### config.mk
export PLATFORM = sky130hd
export DESIGN_NAME = wb_req_bridge
export DESIGN_NICKNAME = d
export VERILOG_FILES = /design/src/rtl/wb_req_bridge.sv
export SDC_FILE = /design/constraint.sdc
export NUM_CORES = 1
export LEC_CHECK = 0
export CORE_MARGIN = 3
export CORE_UTILIZATION = 40
export DETAILED_ROUTE_END_ITERATION = 10
export GPL_TIMING_DRIVEN = 0
export PLACE_DENSITY = 0.89
export SLEW_MARGIN = 20
export SYNTH_ARGS = -nofsm -noshare
export SYNTH_HDL_FRONTEND = slang
export SYNTH_SLANG_ARGS = --single-unit
### constraint.sdc
create_clock -name clk_i -period 2.5 [get_ports clk_i]
set_clock_uncertainty 0.05 [all_clocks]
set_input_delay 0.5 -clock clk_i [delete_from_list [all_inputs] [get_ports clk_i]]
set_output_delay 0.5 -clock clk_i [all_outputs]
set_load 0.01 [all_outputs]
### src/rtl/wb_req_bridge.sv
// Wishbone classic slave to request/write/read fabric bridge, one access in flight.
// Latency: zero-wait target acks a write at n+3 and a read at n+3 (read beat at n+2).
// Backpressure: the request is held until req_ready; read waits for read_valid; no write backpressure.
module wb_req_bridge (
    input  logic        clk_i,
    input  logic        rst_i,
    input  logic        cyc_i,
    input  logic        stb_i,
    input  logic        we_i,
    input  logic [29:0] adr_i,
    input  logic [3:0]  sel_i,
    input  logic [31:0] dat_i,
    output logic        ack_o,
    output logic [31:0] dat_o,
    output logic        req_valid,
    input  logic        req_ready,
    output logic        req_we,
    output logic [2:0]  req_len,
    output logic [3:0]  req_mask,
    output logic [31:0] req_addr,
    output logic        write_valid,
    output logic [31:0] write_data,
    input  logic        read_valid,
    input  logic [31:0] read_data,
    output logic        read_ack
);

    typedef enum logic [2:0] {
        S_IDLE,
        S_REQ,
        S_WDATA,
        S_RDATA,
        S_ACK
    } state_t;

    state_t      r_state;
    state_t      w_next;
    logic        r_we;
    logic        r_abort;
    logic [29:0] r_adr;
    logic [3:0]  r_sel;
    logic [31:0] r_dat;
    logic [31:0] r_dat_o;
    logic        w_start;
    logic        w_busy;

    assign w_start = (r_state == S_IDLE) && cyc_i && stb_i;
    assign w_busy  = (r_state == S_REQ) || (r_state == S_WDATA) || (r_state == S_RDATA);

    always_ff @(posedge clk_i or negedge rst_i) begin
        if (!rst_i) begin
            r_state <= S_IDLE;
        end else begin
            r_state <= w_next;
        end
    end

    always_comb begin
        w_next      = r_state;
        req_valid   = 1'b0;
        write_valid = 1'b0;
        read_ack    = 1'b0;
        ack_o       = 1'b0;
        case (r_state)
            S_IDLE: begin
                if (cyc_i && stb_i) begin
                    w_next = S_REQ;
                end
            end
            S_REQ: begin
                req_valid = 1'b1;
                if (req_ready) begin
                    w_next = r_we ? S_WDATA : S_RDATA;
                end
            end
            S_WDATA: begin
                write_valid = 1'b1;
                w_next      = S_ACK;
            end
            S_RDATA: begin
                read_ack = read_valid;
                if (read_valid) begin
                    w_next = S_ACK;
                end
            end
            S_ACK: begin
                ack_o  = !r_abort;
                w_next = S_IDLE;
            end
            default: begin
                w_next = S_IDLE;
            end
        endcase
    end

    // An abandoned cycle still drains the fabric side; only the Wishbone ack is suppressed.
    always_ff @(posedge clk_i or negedge rst_i) begin
        if (!rst_i) begin
            r_we    <= 1'b0;
            r_abort <= 1'b0;
            r_adr   <= 30'd0;
            r_sel   <= 4'd0;
            r_dat   <= 32'd0;
            r_dat_o <= 32'd0;
        end else begin
            if (w_start) begin
                r_we    <= we_i;
                r_adr   <= adr_i;
                r_sel   <= sel_i;
                r_dat   <= dat_i;
                r_abort <= 1'b0;
            end else if (w_busy && !cyc_i) begin
                r_abort <= 1'b1;
            end
            if ((r_state == S_RDATA) && read_valid) begin
                r_dat_o <= read_data;
            end
        end
    end

    assign req_we     = r_we;
    assign req_len    = 3'd0;
    assign req_mask   = r_sel;
    assign req_addr   = {r_adr, 2'b00};
    assign write_data = r_dat;
    assign dat_o      = r_dat_o;

endmodule

==> summary.txt, run 1 <==
Run status
  – Status: completed

Job
  – MaxCap Viol Count: 0

Drt
  – Routed vias: 2,793
  – DR pass1 iterations: 4
  – Residual DRC: 0
  – Drt first-iter violations: 109
  – Wire per inst: 16.85 um
  – Via-to-Cell Ratio: 4.617
  – Final wirelength: 10.19 mm
  – Antenna viol nets, final: 0

STA
  – WHS: 0.4587 ns
  – Final slew viol count: 0
  – Final WS setup: 0.1127 ns
  – RSZ-0062 raised after global routing: no
  – Fin crit share: 95.49%
  – Final hold vios: 0
  – Fmax: 0.4189 GHz
  – Tmin final: 2.387 ns
  – Setup violators final: 0

Synthesis
  – Synth Flop Type: dfrtp_1
  – Post-synth top area share: 63.07%
  – Synth Instances: 243
  – Fraction of registers with async set/reset: 100.0%
  – Synth cell types: 22
  – Area of the mapped netlist: 4086 um2
  – Seq/Total Area, Yosys: 63.07%
  – Synth area leader: dfrtp_1
  – Dominant cells by area after synthesis: dfrtp_1 (63%), mux2_2 (19%), mux2_4 (11%)
  – Syn. warnings: 0
  – Yosys reg bits: 103
  – Top post-synthesis cells by count: dfrtp_1 (103), mux2_2 (69), mux2_4 (30)
  – Avg Cell Area, Syn: 16.82 um2
  – Top-count cell post-synth: dfrtp_1
  – EDFF count, synth: 0

Pwr
  – Pwr Total: 7.916 mW
  – Cell Pwr Density: 1187 nW/um2
  – Leak: 2.952 nW
  – Worst vdd ir: 0.0005974 V

GRT
  – Largest net degree at the start of global routing: 85
  – Met2 usage: 31.05%
  – M3 GR Usage: 6.382%
  – Initial antenna violation count: 1
  – Met1 GRT Util: 19.71%
  – First-pass GRT wire length: 15.76 mm
  – Number of global-route vias before repair: 3,050
  – GRT Overall Usage: 17.67%
  – Total congestion overflow: 0
  – GRT busiest layer: met2

Setup path
  – Reg2Reg Launch Point: r_state[2]$_DFFE_PN0P_
  – Slowest cell on crit path: clkdlybuf4s50_1
  – Critical Path, Cell by Cell: nor2b_4 > nand3_4 > clkbuf_16 > inv_1 > clkdlybuf4s50_1
  – Worst path max stage delay: 0.52 ns
  – R2R setup slack: 0.56 ns
  – Worst Setup SP: r_state[1]$_DFFE_PN0P_
  – R2R depth: 5
  – Worst EP arrival: 1.84 ns
  – Worst Setup Start Kind: flip-flop
  – Worst r2r dst: write_data[28]$_DFFE_PN0P_
  – WP data required: 1.95 ns
  – Setup Crit Path Kind: reg -> out
  – Critical path endpoint category: primary output
  – Critical path fanouts, max: 10

Place
  – HPWL after DPL: 7.721 mm
  – # port buffers: 207
  – DP Worst Slack: -0.3011 ns
  – DP Area: 6369 um2
  – Global placer's final weighted congestion: 0.7020

Floorplan
  – Die area: 11,470 um2
  – Die Ht: 107.1 um
  – IO Count: 213
  – Placeable Area: 9864 um2
  – Initial Util: 41.43%
  – FP Rows: 36
  – Chip width: 107.1 um

CTS
  – CTS HTree Levels: 3
  – Max clock buf depth: 2
  – Clock Sinks: 103
  – Worst-path clk slew: 0.09 ns
  – CTS buffer count: 9
  – Worst-skew pair later-pin latency: 0.35 ns
  – Clock Tree Root: clkbuf_8
  – TritonCTS clock tree: done

Worst hold path
  – Hold Crit Class: reg -> reg
  – Hold-critical path endpoint: r_adr[7]$_DFFE_PN0P_
  – Critical hold path startpoint: r_adr[7]$_DFFE_PN0P_
  – Hold path cells: 1

Final layout
  – Final instance area: 6668 um2
  – Final core occ: 67.59%
  – Fraction of layout cells with a size suffix above 1: 29.09%
  – Layout area overhead: 63.17%
  – Layout Nets: 573
  – Fillcell total: 695
[how the worst max path moves through the flow]
stage	slack [ns]	cells after the start	endpoint
3_3_place_gp	-2.81	1	r_adr[23]$_DFFE_PN0P_
5_1_grt	0.01	5	read_ack
2_1_floorplan	0.69	6	r_adr[0]$_DFFE_PN0P_
6_report	0.11	5	read_ack
3_5_place_dp	-0.30	5	read_ack
4_1_cts	0.06	5	read_ack
[layer usage]
| layer | up-vias | part of all wire [%] |
|---|---|---|
| met2 | 134 | 52 |
| li1 | 1280 | - |
| met1 | 1369 | 37 |
| met4 | 0 | 1.2 |
| met3 | 10 | 10 |
| met5 | - | 0 |
[final cells by class]
type | instances | area (um2) | area share (%)
flip-flops and latches | 103 | 2580 | 38.69
repair buffers | 210 | 2121 | 31.81
inverters | 1 | 3.754 | 0.05630
plain buffers | 17 | 175.2 | 2.627
clock inverters | 4 | 95.09 | 1.426
well taps | 133 | 166.4 | 2.496
multi-input cells | 126 | 1386 | 20.79
clock buffers | 10 | 137.6 | 2.064
diodes | 1 | 2.502 | 0.03753
[power breakdown]
part	total [mW]	switching [mW]	internal, mW
combinational	3.75	1.28	2.48
clock	1.22	0.536	0.681
sequential	2.95	0.450	2.50
total	7.92	2.26	5.66
[cells by family after synthesis]
logic type / share of synthesized area (%)
compound gates: 0.7040
buf+inv: 3.858
flops: 63.07
mux: 30.04
other cells: 0.09177
simple gates: 2.235
[critical path: cells and delay by family, from the launching register on]
| kind | cells | cell delay [ns] |
|---|---|---|
| simple gates | 2 | 0.30 |
| flops | 1 | 0.44 |
| buf+inv | 3 | 0.75 |
[registers in the layout, summed over array words and instances (netlist names)]
name / count
req_we: 1
r_adr: 30
r_abort: 1
req_mask: 4
r_state: 3
write_data: 32
dat_o: 32
[placed cells by master (no fill, tap or decap), types with 3 or more instances in the layout]
| cell type | instances |
|---|---|
| conb_1 | 5 |
| buf_4 | 6 |
| a21oi_1 | 3 |
| buf_6 | 3 |
| dfrtp_1 | 101 |
| nor2_1 | 5 |
| nand2b_1 | 4 |
| mux2_4 | 30 |
| mux2_2 | 69 |
| buf_12 | 3 |
| buf_2 | 5 |
| clkbuf_8 | 10 |
| clkdlybuf4s50_1 | 205 |
| bufinv_16 | 3 |
[through the flow]
step	setup TNS, ns	instances
after floorplan	0	247
after global placement	-288.79	587
after detailed placement	-0.3011	588
after CTS	0	604
after global routing	0	604
final	0	605
[repair_timing]
item                                    in CTS  in global routing
setup buffers                                1                  0
hold buffers                                 1                  0
pin swaps                                    1                  0
endpoints found under the hold margin       19                  0
endpoints found under the setup margin       1                  1
gates resized for setup                      9                  2
Power figures use the tool's default switching activity.
==> inputs of run 2 (changes only) <==
--- a/config.mk
+++ b/config.mk
@@ -6,11 +6,14 @@
 export NUM_CORES = 1
 export LEC_CHECK = 0
 export CORE_MARGIN = 3
-export CORE_UTILIZATION = 40
+export CORE_UTILIZATION = 45
+export CTS_CLUSTER_DIAMETER = 30
 export DETAILED_ROUTE_END_ITERATION = 10
+export DONT_BUFFER_PORTS = 1
 export GPL_TIMING_DRIVEN = 0
-export PLACE_DENSITY = 0.89
+export PLACE_DENSITY = 0.68
 export SLEW_MARGIN = 20
 export SYNTH_ARGS = -nofsm -noshare
 export SYNTH_HDL_FRONTEND = slang
 export SYNTH_SLANG_ARGS = --single-unit
+export TNS_END_PERCENT = 30
==> run 2 against run 1 <==
  * The flow now finishes with violations (hold timing)
  * Worst hold slack worse by 0.68 ns
  * Global-route usage is 3.7 points lower
  * Die area is 11% lower
  * Via count is 29% lower
  * Power is 25% lower
  * Count of clock-buffer cells in the layout is 1 lower
  * First-iteration DRC count is 76% lower
  * Non-clock buffer count is 210 lower
  * Sequential cell count stayed put
  * Critical endpoint unchanged
==> summary.txt, run 2 (synthesized netlist as in run 1, its figures left out) <==
Run status
  – Status: complete, but fails checks
  – Failing checks: hold timing

Final layout
  – # diodes: 0
  – Most common cell after layout, fill and taps aside: dfrtp_1
  – Fillcell total: 758
  – Layout area overhead: 8.696%
  – Post-Layout Cell Count: 371
  – Fraction of layout cells with a size suffix above 1: 50.57%
  – Commonest cells after routing, fill and taps aside: dfrtp_1 (103), mux2_2 (69), mux2_4 (30), clkbuf_8 (9)
  – Layout Nets: 363

GRT
  – Met1 GRT Util: 14.85%
  – Largest net degree at the start of global routing: 104
  – M3 GR Usage: 6.887%
  – GRT Overall Usage: 13.96%
  – Initial antenna violation count: 0
  – Number of global-route vias before repair: 2,042
  – Total congestion overflow: 0
  – First-pass GRT wire length: 10.95 mm
  – Met2 usage: 23.59%
  – GRT busiest layer: met2

Setup path
  – Critical Path, Cell by Cell: nor2b_1 > nand3_2 > clkbuf_2 > inv_1
  – Critical path fanouts, max: 10
  – R2R depth: 5
  – Worst Setup Start Kind: flip-flop
  – Worst path max stage delay: 0.48 ns
  – Setup Crit Path Kind: reg -> out
  – WP depth: 4
  – Worst r2r dst: write_data[27]$_DFFE_PN0P_
  – Worst Setup SP: r_state[1]$_DFFE_PN0P_
  – Slowest cell on crit path: dfrtp_1
  – Critical path endpoint category: primary output
  – WP data required: 1.95 ns
  – Worst EP arrival: 1.66 ns
  – CP delay by family, top: flip-flops
  – R2R setup slack: 0.56 ns
  – Capture point of the critical path: read_ack
  – Reg2Reg Launch Point: r_state[1]$_DFFE_PN0P_
  – Worst Path Buf+Inv: 2

STA
  – Setup violators final: 0
  – Final hold vios: 103
  – Fin crit share: 88.31%
  – RSZ-0062 raised after global routing: no
  – WHS: -0.2253 ns
  – Worst-Margin Slew: 0.8688 ns
  – Final slew viol count: 0
  – Max transition margin: 41.26%
  – Tmin final: 2.208 ns
  – Fmax: 0.4529 GHz
  – Setup TNS: 0 ns

CTS
  – TritonCTS clock tree: done
  – Worst-path clk slew: 0.11 ns
  – Clock Sinks: 103
  – CTS HTree Levels: 3
  – CTS buffer count: 9
  – Clock Tree Root: clkbuf_8
  – Worst-skew pair later-pin latency: 0.35 ns
  – Max clock buf depth: 2
  – Setup Fix Bufs, Post-CTS: 0

Drt
  – DR pass1 iterations: 4
  – Residual DRC: 0
  – Antenna viol nets, final: 0
  – Via-to-Cell Ratio: 5.332
  – Drt first-iter violations: 26
  – Routed vias: 1,978
  – Wire per inst: 20.77 um
  – Final wirelength: 7.704 mm

Floorplan
  – Die Ht: 101.3 um
  – Die area: 10,260 um2
  – Placeable Area: 8763 um2
  – FP Rows: 34
  – Initial Util: 46.63%
  – Chip width: 101.3 um
  – IO Count: 213

Place
  – Placed insts: 355
  – HPWL after DPL: 5.633 mm
  – # port buffers: 0
  – Global placer's final weighted congestion: 0.7017

Pwr
  – Cell Pwr Density: 1330 nW/um2
  – Worst vdd ir: 0.0005648 V
  – Leak: 2.095 nW

Job
  – MaxCap Viol Count: 0

Worst hold path
  – Hold Crit Class: in -> async
-- run 2: cell types whose count changed in the layout (fill, tap and decap cells not counted), moves of 2 or more --
cell	change
clkdlybuf4s50_1	-205
dfrtp_2	-2
inv_6	+4
bufinv_16	-2
dfrtp_1	+2
-- run 2: area by class of cell --
class                           count  area (um2)  share of cell area, %
Sequential cell                   103        2577                  58.03
Clock buffer                        9       123.9                  2.789
Multi-Input combinational cell    126        1371                  30.87
Buffer                             17       155.1                  3.493
Clock inverter                      7       75.07                  1.690
Tap cell                          108       135.1                  3.042
Inverter                            1       3.754                0.08451
-- run 2: what timing repair did --
item,CTS,global route
setup endpoints to repair,0,1
gates resized for setup,0,3
hold endpoints to repair,103,103
-- run 2: power breakdown --
part	internal [mW]	switching, mW	total (mW)	leakage, nW
Combinational	0.966	0.424	1.39	0.751
Clock	0.474	0.565	1.04	0.105
Sequential	2.50	0.977	3.48	1.24
-- run 2: stage by stage --
| stage | util, % | instance area, um2 | hold WS (ns) | power (mW) | setup WS (ns) |
|---|---|---|---|---|---|
| detailed placement | 48.34 | 4237 | 0.1565 | 4.935 | 0.4905 |
| CTS | 50.61 | 4436 | -0.2527 | 6.000 | 0.05360 |
| finish | 50.69 | 4442 | -0.2253 | 5.906 | 0.2921 |
| global placement | 48.34 | 4237 | 0.1564 | 4.866 | 0.4982 |
| floorplan | - | 4101 | 0.1544 | 4.572 | 0.6910 |
| global route | 50.69 | 4442 | -0.2669 | 6.267 | 0.08258 |
-- run 2: worst min-delay path by stage --
stage,start,end,slack (ns)
final,rst_i,r_adr[16]$_DFFE_PN0P_,-0.23
after global routing,rst_i,r_adr[16]$_DFFE_PN0P_,-0.27
after CTS,rst_i,r_adr[21]$_DFFE_PN0P_,-0.25
after detailed placement,rst_i,r_adr[0]$_DFFE_PN0P_,0.16
after global placement,rst_i,r_adr[5]$_DFFE_PN0P_,0.16
after floorplan,rst_i,dat_o[0]$_DFFE_PN0P_,0.15
-- run 2: metal layers --
metal,up-vias,share of wire (%)
li1,859,-
met1,983,35
met2,127,51
met3,9,13
met4,0,1.2
met5,-,0
==> inputs of run 3 (changes only) <==
--- a/config.mk
+++ b/config.mk
@@ -11,6 +11,8 @@
 export DETAILED_ROUTE_END_ITERATION = 10
 export DONT_BUFFER_PORTS = 1
 export GPL_TIMING_DRIVEN = 0
+export HOLD_SLACK_MARGIN = 0.02
+export MAX_ROUTING_LAYER = met4
 export PLACE_DENSITY = 0.68
 export SLEW_MARGIN = 20
 export SYNTH_ARGS = -nofsm -noshare
==> run 3 against run 2 <==
  * Setup slack about the same
  * Critical path depth unchanged
  * Maximum frequency about the same
  * Critical endpoint unchanged
  * Final area unchanged
  * Count of clock-buffer cells in the layout unchanged
  * Largest power group unchanged
  * First-iteration DRC count up 35%
  * Utilization unchanged
  * Register-to-register slack about the same
  * Via count down 0.35%
  * Clock power about the same
  * Sequential share of layout area unchanged
  * Critical path type unchanged
  * The flow still finishes with violations (hold timing)
==> summary.txt, run 3 (synthesized netlist as in run 1, its figures left out) <==
Floorplan
  – Die Ht: 101.3 um
  – FP Rows: 34
  – Placeable Area: 8763 um2
  – IO Count: 213
  – Initial Util: 46.63%
  – Die area: 10,260 um2
  – Chip width: 101.3 um

Final layout
  – Final core occ: 50.69%
  – Layout Nets: 363
  – # diodes: 0
  – Most common cell after layout, fill and taps aside: dfrtp_1
  – Fillcell total: 758
  – Area of the multi-input gates: 1371 um2
  – Register area: 2577 um2
  – Layout area overhead: 8.696%
  – Fraction of layout cells with a size suffix above 1: 50.57%
  – Commonest cells after routing, fill and taps aside: dfrtp_1 (103), mux2_2 (69), mux2_4 (30), clkbuf_8 (9)

Drt
  – Drt first-iter violations: 35
  – Via-to-Cell Ratio: 5.313
  – DR pass1 iterations: 4
  – Residual DRC: 0
  – Antenna viol nets, final: 0
  – Routed vias: 1,971
  – Final wirelength: 7.698 mm
  – Wire per inst: 20.75 um

Setup path
  – Setup Crit Path Kind: reg -> out
  – Slowest cell on crit path: dfrtp_1
  – Critical Path, Cell by Cell: nor2b_1 > nand3_2 > clkbuf_2 > inv_1
  – Worst path max stage delay: 0.48 ns
  – Reg2Reg Launch Point: r_state[1]$_DFFE_PN0P_
  – Worst EP arrival: 1.66 ns
  – Worst Setup Start Kind: flip-flop
  – Critical path fanouts, max: 10
  – Worst Setup SP: r_state[1]$_DFFE_PN0P_
  – WP data required: 1.95 ns
  – Critical path endpoint category: primary output

GRT
  – Initial antenna violation count: 0
  – Total congestion overflow: 0
  – Number of global-route vias before repair: 2,038
  – Largest net degree at the start of global routing: 104
  – First-pass GRT wire length: 10.96 mm
  – GRT Overall Usage: 14.43%

Place
  – Global placer's final weighted congestion: 0.7095
  – HPWL after DPL: 5.633 mm
  – # port buffers: 0

CTS
  – Clock Sinks: 103
  – Worst-skew pair later-pin latency: 0.36 ns
  – CTS buffer count: 9
  – Max clock buf depth: 2
  – CTS HTree Levels: 3
  – Setup Fix Bufs, Post-CTS: 0
  – Clock Tree Root: clkbuf_8
  – TritonCTS clock tree: done
  – Worst-path clk slew: 0.11 ns

STA
  – Setup violators final: 0
  – Final slew viol count: 0
  – Setup TNS: 0 ns
  – Fin crit share: 88.33%
  – Max transition margin: 41.45%
  – Tmin final: 2.208 ns
  – Worst-Margin Slew: 0.8661 ns
  – Final hold vios: 103
  – WHS: -0.2271 ns
  – Fmax: 0.4528 GHz
  – RSZ-0062 raised after global routing: no

Run status
  – Failing checks: hold timing
  – Status: complete, but fails checks

Pwr
  – Leak: 2.095 nW
  – Cell Pwr Density: 1331 nW/um2
  – Worst vdd ir: 0.0005654 V

Job
  – MaxCap Viol Count: 0

Worst hold path
  – Hold Crit Class: in -> async
==> run 3: what timing repair did <==
item,CTS,global route
endpoints found under the setup margin,0,1
endpoints found under the hold margin,103,103
gates resized for setup,0,3
==> run 3: final timing paths <==
path	end	slack [ns]	cells past startpoint
worst min register to register	r_state[0]$_DFFE_PN0P_	0.50	1
worst max register to register	write_data[27]$_DFFE_PN0P_	0.57	5
worst min-delay path	r_adr[16]$_DFFE_PN0P_	-0.23	0
max in group asynchronous	dat_o[0]$_DFFE_PN0P_	2.51	0
worst max-delay path	read_ack	0.29	4
min in group clk_i	r_adr[23]$_DFFE_PN0P_	0.23	1
==> run 3: per-layer routing <==
layer  track usage (%)  wire length, um
met1             15.60             2837
met2             23.59             3872
met3             5.854              868
met4             5.828              119
met5                 -                0
==> run 3: power breakdown <==
part           internal [mW]  switching, mW
Clock                  0.474          0.569
Sequential              2.50          0.978
Combinational          0.966          0.424
==> run 3: worst max-delay path, delay by kind of cell (launching register included) <==
kind          cells  cell delay, ns
buf+inv           2            0.39
flops             1            0.48
simple gates      2            0.43
==> run 3: layout make-up <==
| type | count | share of cell area [%] |
|---|---|---|
| Clock buffer | 9 | 2.789 |
| Multi-Input combinational cell | 126 | 30.87 |
| Tap cell | 108 | 3.042 |
| Inverter | 1 | 0.08451 |
| Sequential cell | 103 | 58.03 |
| Clock inverter | 7 | 1.690 |
| Buffer | 17 | 3.493 |
==> run 3: stage by stage <==
stage,hold slack (ns),worst slack [ns],std cells,area [um2],power (mW)
2_1_floorplan,0.1544,0.6910,247,4101,4.572
3_3_place_gp,0.1564,0.4982,355,4237,4.866
3_5_place_dp,0.1565,0.4905,355,4237,4.935
4_1_cts,-0.2527,0.05360,371,4436,6.000
5_1_grt,-0.2669,0.08258,371,4442,6.267
6_report,-0.2271,0.2916,371,4442,5.910
